File: src/rtl/timer_bank.sv
// timer_bank: bank of NCH independent programmable timers.
// Each channel has a loadable period and mode (one-shot or periodic), and
// start/stop strobes. Each channel drives a level line, a one-cycle expiry
// pulse and a busy flag. Counters advance only on cycles where i_en is high.
module timer_bank #(
  parameter  int NCH            = 4,
  parameter  int WIDTH          = 16,
  parameter  int DEFAULT_PERIOD = 255,
  localparam int CHW            = (NCH > 1) ? $clog2(NCH) : 1
) (
  input  logic             i_clk,
  input  logic             i_rst,
  input  logic             i_en,
  input  logic             i_load,
  input  logic [CHW-1:0]   i_load_ch,
  input  logic [WIDTH-1:0] i_load_period,
  input  logic             i_load_periodic,
  input  logic [NCH-1:0]   i_start,
  input  logic [NCH-1:0]   i_stop,
  output logic [NCH-1:0]   o_line,
  output logic [NCH-1:0]   o_pulse,
  output logic [NCH-1:0]   o_busy
);

  typedef enum logic [1:0] {
    IDLE = 2'd0,
    RUN  = 2'd1,
    DONE = 2'd2
  } state_t;

  state_t           state_q  [NCH];
  state_t           state_d  [NCH];
  logic [WIDTH-1:0] count_q  [NCH];
  logic [WIDTH-1:0] count_d  [NCH];
  logic [WIDTH-1:0] period_q [NCH];
  logic [WIDTH-1:0] period_d [NCH];
  logic [NCH-1:0]   periodic_q;
  logic [NCH-1:0]   periodic_d;
  logic [NCH-1:0]   line_d;
  logic [NCH-1:0]   pulse_d;
  logic [NCH-1:0]   busy_d;

  // Next-state for every channel: stop beats start, start beats counting;
  // a load to this channel only rewrites period/mode, never state or count.
  always_comb begin
    for (int k = 0; k < NCH; k++) begin
      state_d[k]    = state_q[k];
      count_d[k]    = count_q[k];
      period_d[k]   = period_q[k];
      periodic_d[k] = periodic_q[k];
      line_d[k]     = o_line[k];
      pulse_d[k]    = 1'b0;

      if (i_stop[k]) begin
        state_d[k] = IDLE;
        count_d[k] = '0;
      end else if (i_start[k]) begin
        state_d[k] = RUN;
        count_d[k] = '0;
        if (!periodic_q[k]) begin
          line_d[k] = 1'b0;
        end
      end else if (state_q[k] == RUN && i_en) begin
        if (count_q[k] >= period_q[k]) begin
          pulse_d[k] = 1'b1;
          if (periodic_q[k]) begin
            line_d[k]  = ~o_line[k];
            count_d[k] = '0;
          end else begin
            line_d[k]  = 1'b1;
            state_d[k] = DONE;
          end
        end else begin
          count_d[k] = count_q[k] + 1'b1;
        end
      end

      if (i_load && (32'(i_load_ch) == k)) begin
        period_d[k]   = i_load_period;
        periodic_d[k] = i_load_periodic;
      end

      busy_d[k] = (state_d[k] == RUN);
    end
  end

  // Channel registers; reset restores periods and modes as well as counters.
  always_ff @(posedge i_clk or posedge i_rst) begin
    if (i_rst) begin
      for (int k = 0; k < NCH; k++) begin
        state_q[k]  <= IDLE;
        count_q[k]  <= '0;
        period_q[k] <= WIDTH'(DEFAULT_PERIOD);
      end
      periodic_q <= '0;
      o_line     <= '0;
      o_pulse    <= '0;
      o_busy     <= '0;
    end else begin
      for (int k = 0; k < NCH; k++) begin
        state_q[k]  <= state_d[k];
        count_q[k]  <= count_d[k];
        period_q[k] <= period_d[k];
      end
      periodic_q <= periodic_d;
      o_line     <= line_d;
      o_pulse    <= pulse_d;
      o_busy     <= busy_d;
    end
  end

endmodule
File: config.mk
export PLATFORM = sky130hd
export DESIGN_NAME = timer_bank
export DESIGN_NICKNAME = d
export VERILOG_FILES = /design/src/rtl/timer_bank.sv
export SDC_FILE = /design/constraint.sdc
export NUM_CORES = 1
export LEC_CHECK = 0
export CAP_MARGIN = 15
export CORE_AREA = 3 3 134 110
export DETAILED_ROUTE_END_ITERATION = 16
export DIE_AREA = 0 0 137 113
export PLACE_DENSITY = 0.84
export SETUP_SLACK_MARGIN = 0.2
export SKIP_CTS_REPAIR_TIMING = 1
export SYNTH_ARGS = -nofsm -noshare
export SYNTH_HDL_FRONTEND = slang
export SYNTH_SLANG_ARGS = --single-unit
File: constraint.sdc
create_clock -name i_clk -period 12.2 [get_ports i_clk]
set_input_delay 2.44 -clock i_clk [delete_from_list [all_inputs] [get_ports i_clk]]
set_output_delay 2.44 -clock i_clk [all_outputs]
set_load 0.005 [all_outputs]
# --- Word-level counts from Yosys, hierarchy flattened ---
# Index checks and enable logic that the tools add are counted.
totals:
  regBits: 152
  word_cells: 162
  input_bits: 31
  output_inout_bits: 12
op_classes:
  bitwise_logic: 8
  n_eq_ne: 19
  reduce_logical: 29
  n_mux: 76
  add_sub_neg: 4
  order_cmp: 4
ops:
  columns: ["operator", "n"]
  rows:
  - ["$mux W16", 20]
  - ["$add A16 B1 Y16 const B", 4]
  - ["$ge A16 B16 Y1", 4]
  - ["$mux W2", 20]
  - ["$mux W1", 36]
  - ["$eq A2 B1 Y1 const B", 9]
  - ["$ne A4 B4 Y1 const B", 4]
  - ["$reduce_and A4 Y1", 4]
  - ["$reduce_bool A2 Y1", 8]
  - ["$reduce_bool A3 Y1", 4]
  - ["$logic_and A1 B1 Y1", 8]
  - ["$ne A2 B2 Y1 const B", 4]
  - ["$not A1 Y1", 8]
  - ["$reduce_and A2 Y1", 4]
  - ["$eq A2 B2 Y1 const B", 2]
  - ["$logic_not A2 Y1", 1]

# --- Depth between registers and ports, before layout ---
# Gate-level depths: netlist (run 1).
logic_depth:
  depth_word: 6
  ltp_mapped: 9
  mapped_depth_nobuf: 8

# --- Worst setup path after synthesis (run 1) ---
# No wires, ideal clock.
synth_path:
  kind: "input port to flip-flop"
  startpoint: "input port i_stop[2]"
  endpoint: "register count_q[16] in the netlist's numbering"
  n_path_buf: 2
  cell_stages: 6
  setup_ps: 64
  t_required_ps: 12136
  slack_ps: 8322
  arrival_time_ps: 3813
  path_cell_list: "or2_2 clkbuf_1 a2111o_1 a21oi_1 buf_4 mux2_2"
synth_via:
  elab_chain_len: 2
  word_cells_on_any_way: 4
  cone_classes: "1 x eq/ne; 1 x mux; 2 x reduce/logical"
synth_lines:
  columns: ["element", "line", "text"]
  rows:
  - ["start: declaration", "19", "input logic [NCH-1:0] i_stop,"]
  - ["$ne A4 B4 Y1 (no line) or $reduce_bool A3 Y1 (tied branches)", null, null]
  - ["$reduce_and A2 Y1 (no line)", null, null]
  - ["end signal: indexed assignment", "102", "count_q[k] <= count_d[k];"]
  - ["end: declaration", "33", "logic [WIDTH-1:0] count_q [NCH];"]
# Parallel ways exist; a longest one is shown, timed or not.
# A chain may end at the register's enable or synchronous reset.

# --- Final worst setup path (run 1) ---
layout_path:
  startpoint: "input port i_en"
  endpoint: "register count_q[31] in the netlist's numbering"
layout_via:
  elab_chain_len: 3
layout_lines:
  columns: ["element", "line", "text"]
  rows:
  - ["start: declaration", "13", "input logic i_en,"]
  - ["$logic_and A1 B1 Y1", "63", "end else if (state_q[k] == RUN && i_en) begin"]
  - ["$reduce_bool A3 Y1 (no line)", null, null]
  - ["$reduce_and A2 Y1 (no line)", null, null]
# Every way passes these cells.

==> flow_summary.json, run 1 <==
{
  "outcome": "finished, final reports clean",
  "initial_utilization_pct": 64.6,
  "seq_area_mm2": 0.00384,
  "crit_slowest_cell": "clkdlybuf4s50_1",
  "track_usage_pct": 26.9,
  "crit_chain": "clkdlybuf4s50_1 > nand3b_1 > a2111o_1 > a21oi_1 > buf_4 > a221o_1",
  "dr_total_vias": 6988,
  "hold_path.class": "reg2reg",
  "slew_violations": 0,
  "cp_max_fo": 10,
  "r2r_setup_slack_ns": 9.22,
  "die_h_um": 113,
  "hold_violations": 0,
  "r2r_cells": 8,
  "areaGrowthSynthToFinish_pct": 13.2,
  "finalNetCount": 1017,
  "ant_nets": 0,
  "clockBufferDepth": 2,
  "worst_pin_slew_ns": 1.02,
  "cp.required_ns": 12.57,
  "routed_wl_mm": 19.9,
  "grtUsageMet2_pct": 43.8,
  "layout_commonest_cell": "dfrtp_1",
  "rr_startpoint": "period_q[50]",
  "syn_nets": 971,
  "rr_endpoint": "count_q[55]",
  "ys_ff_latch": 152,
  "dieArea_mm2": 0.0155,
  "critPathCaptureType": "flop",
  "grt_first_pass_wirelength_mm": 32.8,
  "portBuffers": 42,
  "yosysSeqAreaShare_pct": 44.0,
  "crit_type": "in2reg",
  "syn_area_per_cell_um2": 10.0,
  "dp_cells": 1077,
  "grt-ovfl-total": 0,
  "rsz0062_at_grt": "false",
  "ir_worst_vdd_mv": 0.118,
  "grt_use_met1_pct": 37.3,
  "startpoint_type": "primary input",
  "layout_min_cycle_time_ns": 4.54,
  "fillerInstances": 953,
  "antenna_cells": 0,
  "drive_above_1_share_pct": 16.0,
  "finalSetupViolCount": 0,
  "multi_input_comb_area_mm2": 0.00447,
  "synth_area_mm2": 0.00873,
  "cts_tree": "yes",
  "layout_common_cells": "120 x dfrtp_1, 80 x inv_1, 74 x nand2_1, 72 x nor2_1, 68 x ha_1",
  "fp.coreArea_mm2": 0.0135,
  "fin_crit_sh_pct": 37.2,
  "max_stage_delay_ns": 0.81,
  "clock-sinks": 152,
  "rows": 38,
  "synth_top_flop_cell": "dfrtp_1",
  "min_from": "period_q[31]",
  "grt_max_degree": 90,
  "wl_per_cell_um": 17.9,
  "clk_pin_slew_ns": 0.06,
  "syn_inst": 872,
  "die_w_um": 137,
  "grt_pass1_vias": 6722,
  "power_density_mw_per_mm2": 129,
  "dpl-instance-area_mm2": 0.00929,
  "final.setup_skew_ns": 0.00639,
  "hold_depth": 1,
  "grt_antenna_before_repair": 0,
  "clock_latency_ns": 0.44,
  "use_met3_pct": 5.11,
  "hold_end": "period_q[31]",
  "yosysWarningCount": 0,
  "synth_cell_type_count": 69,
  "pin_count": 43,
  "fmax_ghz": 0.220,
  "grt.busiest_layer": "met2",
  "cts-htree-levels": 4,
  "fin_area_mm2": 0.00988,
  "drtIter0Drc": 657,
  "synth_edf_count": 0,
  "instances_no_fill": 1111,
  "gp_congestion": 0.857,
  "cts_buffers": 17,
  "post-place-ws_ns": 7.01,
  "cap_violations": 0,
  "fin_ws_ns": 7.66,
  "first_pass_iters": 5,
  "vias_per_cell": 6.29,
  "cp.arrival_ns": 4.91,
  "cts_root_buf": "clkbuf_16",
  "dp_hpwl_mm": 13.7,
  "finalPower_mw": 1.28,
  "drc": 0,
  "leakagePower_nw": 4.82,
  "tns_ns": 0,
  "max_slew_margin_pct": 31.8,
  "async_flop_share_pct": 100
}
-- final cells by class --
class	count	area share, %
clock buffers	19	4.48
flip-flops and latches	152	38.9
multi-input cells	619	45.3
clock inverters	13	1.32
repair buffers	47	4.63
well taps	180	2.28
inverters	81	3.13
-- worst max-delay path by stage --
stage / start / slack (ns) / cells past startpoint / endpoint
after floorplan: i_rst / 5.72 / 1 / count_q[0]
after detailed placement: i_en / 7.01 / 6 / count_q[18]
final: i_en / 7.66 / 6 / count_q[31]
after global placement: i_en / 7.04 / 6 / count_q[18]
after global routing: i_en / 7.59 / 6 / count_q[24]
after CTS: i_en / 7.45 / 6 / count_q[18]
-- state kept, by name, summed over array words and instances (netlist names) --
name	flops
o_line	4
o_pulse	4
period_q	64
periodic_q	4
o_busy	4
state_q	8
count_q	64
-- critical path: cells and delay by family --
kind                   cells  cell delay, ns
and+or+nand+nor            1            0.24
buffers and inverters      2            1.09
AOI/OAI and AO/OA          3            1.12
-- cell usage after synthesis, types with 3 or more instances --
cell	count	area, um2
a211o_1	16	140
a211oi_1	4	30.0
a21boi_0	3	22.5
a21o_1	6	45.0
a21oi_1	35	175
a221o_1	37	370
a22o_1	8	70.1
a311oi_1	3	26.3
a31oi_1	6	37.5
a32oi_1	3	26.3
and2_1	3	18.8
and3_1	43	269
and3b_1	3	26.3
and4_1	4	35.0
buf_2	5	25.0
buf_4	3	22.5
clkbuf_1	10	37.5
dfrtp_1	120	3000
dfstp_2	32	841
ha_1	68	851
inv_1	81	304
mux2_2	55	619
nand2_1	74	278
nand2b_1	3	18.8
nand3_1	29	145
nand3b_1	4	30.0
nand4_1	12	75.1
nor2_1	72	270
nor2b_1	6	37.5
nor3_1	21	105
nor3b_1	3	22.5
nor4_1	5	31.3
o211ai_1	6	45.0
o21a_1	3	22.5
o21ai_0	34	170
o22a_1	3	26.3
or2_2	10	62.6
or3_1	3	18.8
-- routing by layer --
| metal | share of wire (%) | wire, um |
|---|---|---|
| met1 | 45 | 8970 |
| met2 | 48 | 9550 |
| met3 | 5.5 | 1100 |
| met4 | 1.4 | 284 |
| met5 | 0 | 0 |
-- per-stage QoR --
stage,util (%),hold WS (ns)
2_1_floorplan,-,0.463
3_3_place_gp,68.8,0.471
3_5_place_dp,68.8,0.490
4_1_cts,73.1,0.504
5_1_grt,73.2,0.519
6_report,73.2,0.503
-- power by group --
part           switching, mW  internal (mW)  total, mW  leakage (nW)
registers             0.0233          0.562      0.586          1.93
clock network          0.216          0.304      0.520         0.278
logic                 0.0969         0.0769      0.174          2.62
total                  0.336          0.943       1.28          4.82
-- cells by family after synthesis --
logic type | Yosys count | synth area share (%)
adder cells (fa/ha/maj) | 68 | 9.75
XOR/XNOR | 2 | 0.201
flip-flops | 152 | 44.0
AO/OA/AOI/OAI | 188 | 16.4
AND/OR/NAND/NOR | 305 | 17.7
multiplexers | 56 | 7.23
buffers and inverters | 101 | 4.76
Power figures use the tool's default switching activity.
==> run 2, diff against run 1 <==
--- a/config.mk
+++ b/config.mk
@@ -6,10 +6,10 @@
 export NUM_CORES = 1
 export LEC_CHECK = 0
 export CAP_MARGIN = 15
-export CORE_AREA = 3 3 134 110
+export CORE_AREA = 3 3 145 119
 export DETAILED_ROUTE_END_ITERATION = 16
-export DIE_AREA = 0 0 137 113
-export PLACE_DENSITY = 0.84
+export DIE_AREA = 0 0 148 122
+export PLACE_DENSITY = 0.76
 export SETUP_SLACK_MARGIN = 0.2
 export SKIP_CTS_REPAIR_TIMING = 1
 export SYNTH_ARGS = -nofsm -noshare
==> constraint.sdc (replaced) <==
create_clock -name i_clk -period 4.1 [get_ports i_clk]
set_input_delay 0.82 -clock i_clk [delete_from_list [all_inputs] [get_ports i_clk]]
set_output_delay 0.82 -clock i_clk [all_outputs]
set_load 0.005 [all_outputs]
==> flow_summary.json, run 2 (synthesis results as in run 1) <==
{
  "tns_ns": 0,
  "vias_per_cell": 5.93,
  "dpl-instance-area_mm2": 0.00939,
  "dp_hpwl_mm": 13.4,
  "antenna_cells": 0,
  "hold_violations": 0,
  "cts_root_buf": "clkbuf_16",
  "track_usage_pct": 22.7,
  "ir_worst_vdd_mv": 0.328,
  "startpoint_type": "flop",
  "crit_type": "reg2reg",
  "crit_chain": "inv_1 > ha_1 > a211o_1 > a31oi_1 > o221ai_2 > a41oi_2 > nand2_1 > a221o_1",
  "power_density_mw_per_mm2": 392,
  "fin_crit_sh_pct": 69.6,
  "switchingPower_mw": 0.961,
  "areaGrowthSynthToFinish_pct": 14.8,
  "ant_nets": 0,
  "grt_pass1_vias": 6528,
  "fp.coreArea_mm2": 0.0158,
  "grt_first_pass_wirelength_mm": 32.8,
  "gp_congestion": 0.853,
  "die_w_um": 148,
  "r2r_cells": 8,
  "drc": 0,
  "clockBufferDepth": 2,
  "layout_min_cycle_time_ns": 2.85,
  "grtUsageMet2_pct": 36.2,
  "first_pass_iters": 5,
  "clock_latency_ns": 0.43,
  "routed_wl_mm": 19.7,
  "clockPowerShare_pct": 42.5,
  "max_stage_delay_ns": 0.51,
  "cp.required_ns": 4.42,
  "finalNetCount": 1021,
  "grt_antenna_before_repair": 0,
  "seq_power_share_pct": 44.4,
  "reg_top3": "count_q x64, period_q x64, state_q x8",
  "wl_per_cell_um": 17.2,
  "internal-power_mw": 2.97,
  "clock-sinks": 152,
  "max_slew_margin_pct": 35.6,
  "rsz0062_at_grt": "false",
  "die_h_um": 122,
  "dieArea_mm2": 0.0181,
  "critPathCaptureType": "flop",
  "outcome": "finished, final reports clean",
  "layout_common_cells": "120 x dfrtp_1, 80 x inv_1, 74 x nand2_1, 72 x nor2_1, 68 x ha_1",
  "rows": 41,
  "grt_use_met1_pct": 30.5,
  "finalSetupViolCount": 0,
  "drtIter0Drc": 480,
  "layout_commonest_cell": "dfrtp_1",
  "cts_buffers": 17,
  "cp.arrival_ns": 3.17,
  "slew_violations": 0,
  "cp_max_fo": 11,
  "grt.busiest_layer": "met2",
  "portBuffers": 42,
  "grt_max_degree": 96,
  "fmax_ghz": 0.350,
  "hold_depth": 1,
  "final.setup_skew_ns": 0.00940,
  "cts_tree": "yes",
  "use_met3_pct": 6.32,
  "initial_utilization_pct": 55.2,
  "cap_violations": 0,
  "pin_count": 43,
  "swShare_pct": 24.5,
  "leakagePower_nw": 4.88,
  "crit_slowest_cell": "dfstp_2",
  "hold_path.class": "reg2reg",
  "fin_area_mm2": 0.0100,
  "clk_pin_slew_ns": 0.06,
  "power.share.combinational_pct": 13.1,
  "worst_pin_slew_ns": 0.962,
  "dr_total_vias": 6821,
  "drive_above_1_share_pct": 16.1,
  "cts-htree-levels": 4,
  "grt-ovfl-total": 0
}
[run 2: power by group through the flow]
stage          clock network [mW]  registers (mW)  logic (mW)
2_1_floorplan                   0            1.74       0.363
3_3_place_gp                    0            1.76       0.485
3_5_place_dp                    0            1.77       0.507
4_1_cts                      1.69            1.74       0.518
5_1_grt                      1.77            1.76       0.586
6_report                     1.67            1.74       0.514
[run 2: final timing paths]
| check | startpoint | to | slack [ns] |
|---|---|---|---|
| setup / recovery | period_q[50] | count_q[55] | 1.25 |
| hold / removal | period_q[12] | period_q[12] | 0.50 |
| setup reg to reg | period_q[50] | count_q[55] | 1.25 |
| hold reg to reg | period_q[12] | period_q[12] | 0.50 |
| max in group asynchronous | i_rst | period_q[48] | 2.34 |
| min in group asynchronous | i_rst | count_q[3] | 0.84 |
[run 2: worst max-delay path, delay by kind of cell, from the launching register on]
kind | cells | cell delay [ns]
flip-flops | 1 | 0.51
adder cells (fa/ha/maj) | 1 | 0.29
buffers and inverters | 1 | 0.05
AO/OA/AOI/OAI | 5 | 1.55
AND/OR/NAND/NOR | 1 | 0.33
[run 2: routing by layer]
layer  vias up  wire length, um
met5         -                0
met4         0              270
met3        25              969
met2       145             9220
met1      3348             9260
li1       3303                -
[run 2: stage by stage]
stage | setup slack (ns) | std cells | power [mW] | hold slack (ns) | utilization [%]
detailed placement | 0.873 | 1117 | 2.27 | 0.493 | 59.4
CTS | 1.24 | 1149 | 3.95 | 0.506 | 63.4
floorplan | 1.39 | 872 | 2.11 | 0.463 | -
finish | 1.25 | 1150 | 3.93 | 0.503 | 63.4
global placement | 0.932 | 1117 | 2.24 | 0.488 | 59.4
global route | 1.09 | 1150 | 4.11 | 0.512 | 63.4
[run 2: final cells by class]
| type | count | area (um2) |
|---|---|---|
| well taps | 215 | 269 |
| fillers | 1311 | 5780 |
| clock buffers | 23 | 478 |
| flip-flops and latches | 152 | 3840 |
| multi-input cells | 619 | 4470 |
| clock inverters | 9 | 145 |
| inverters | 81 | 308 |
| repair buffers | 51 | 500 |
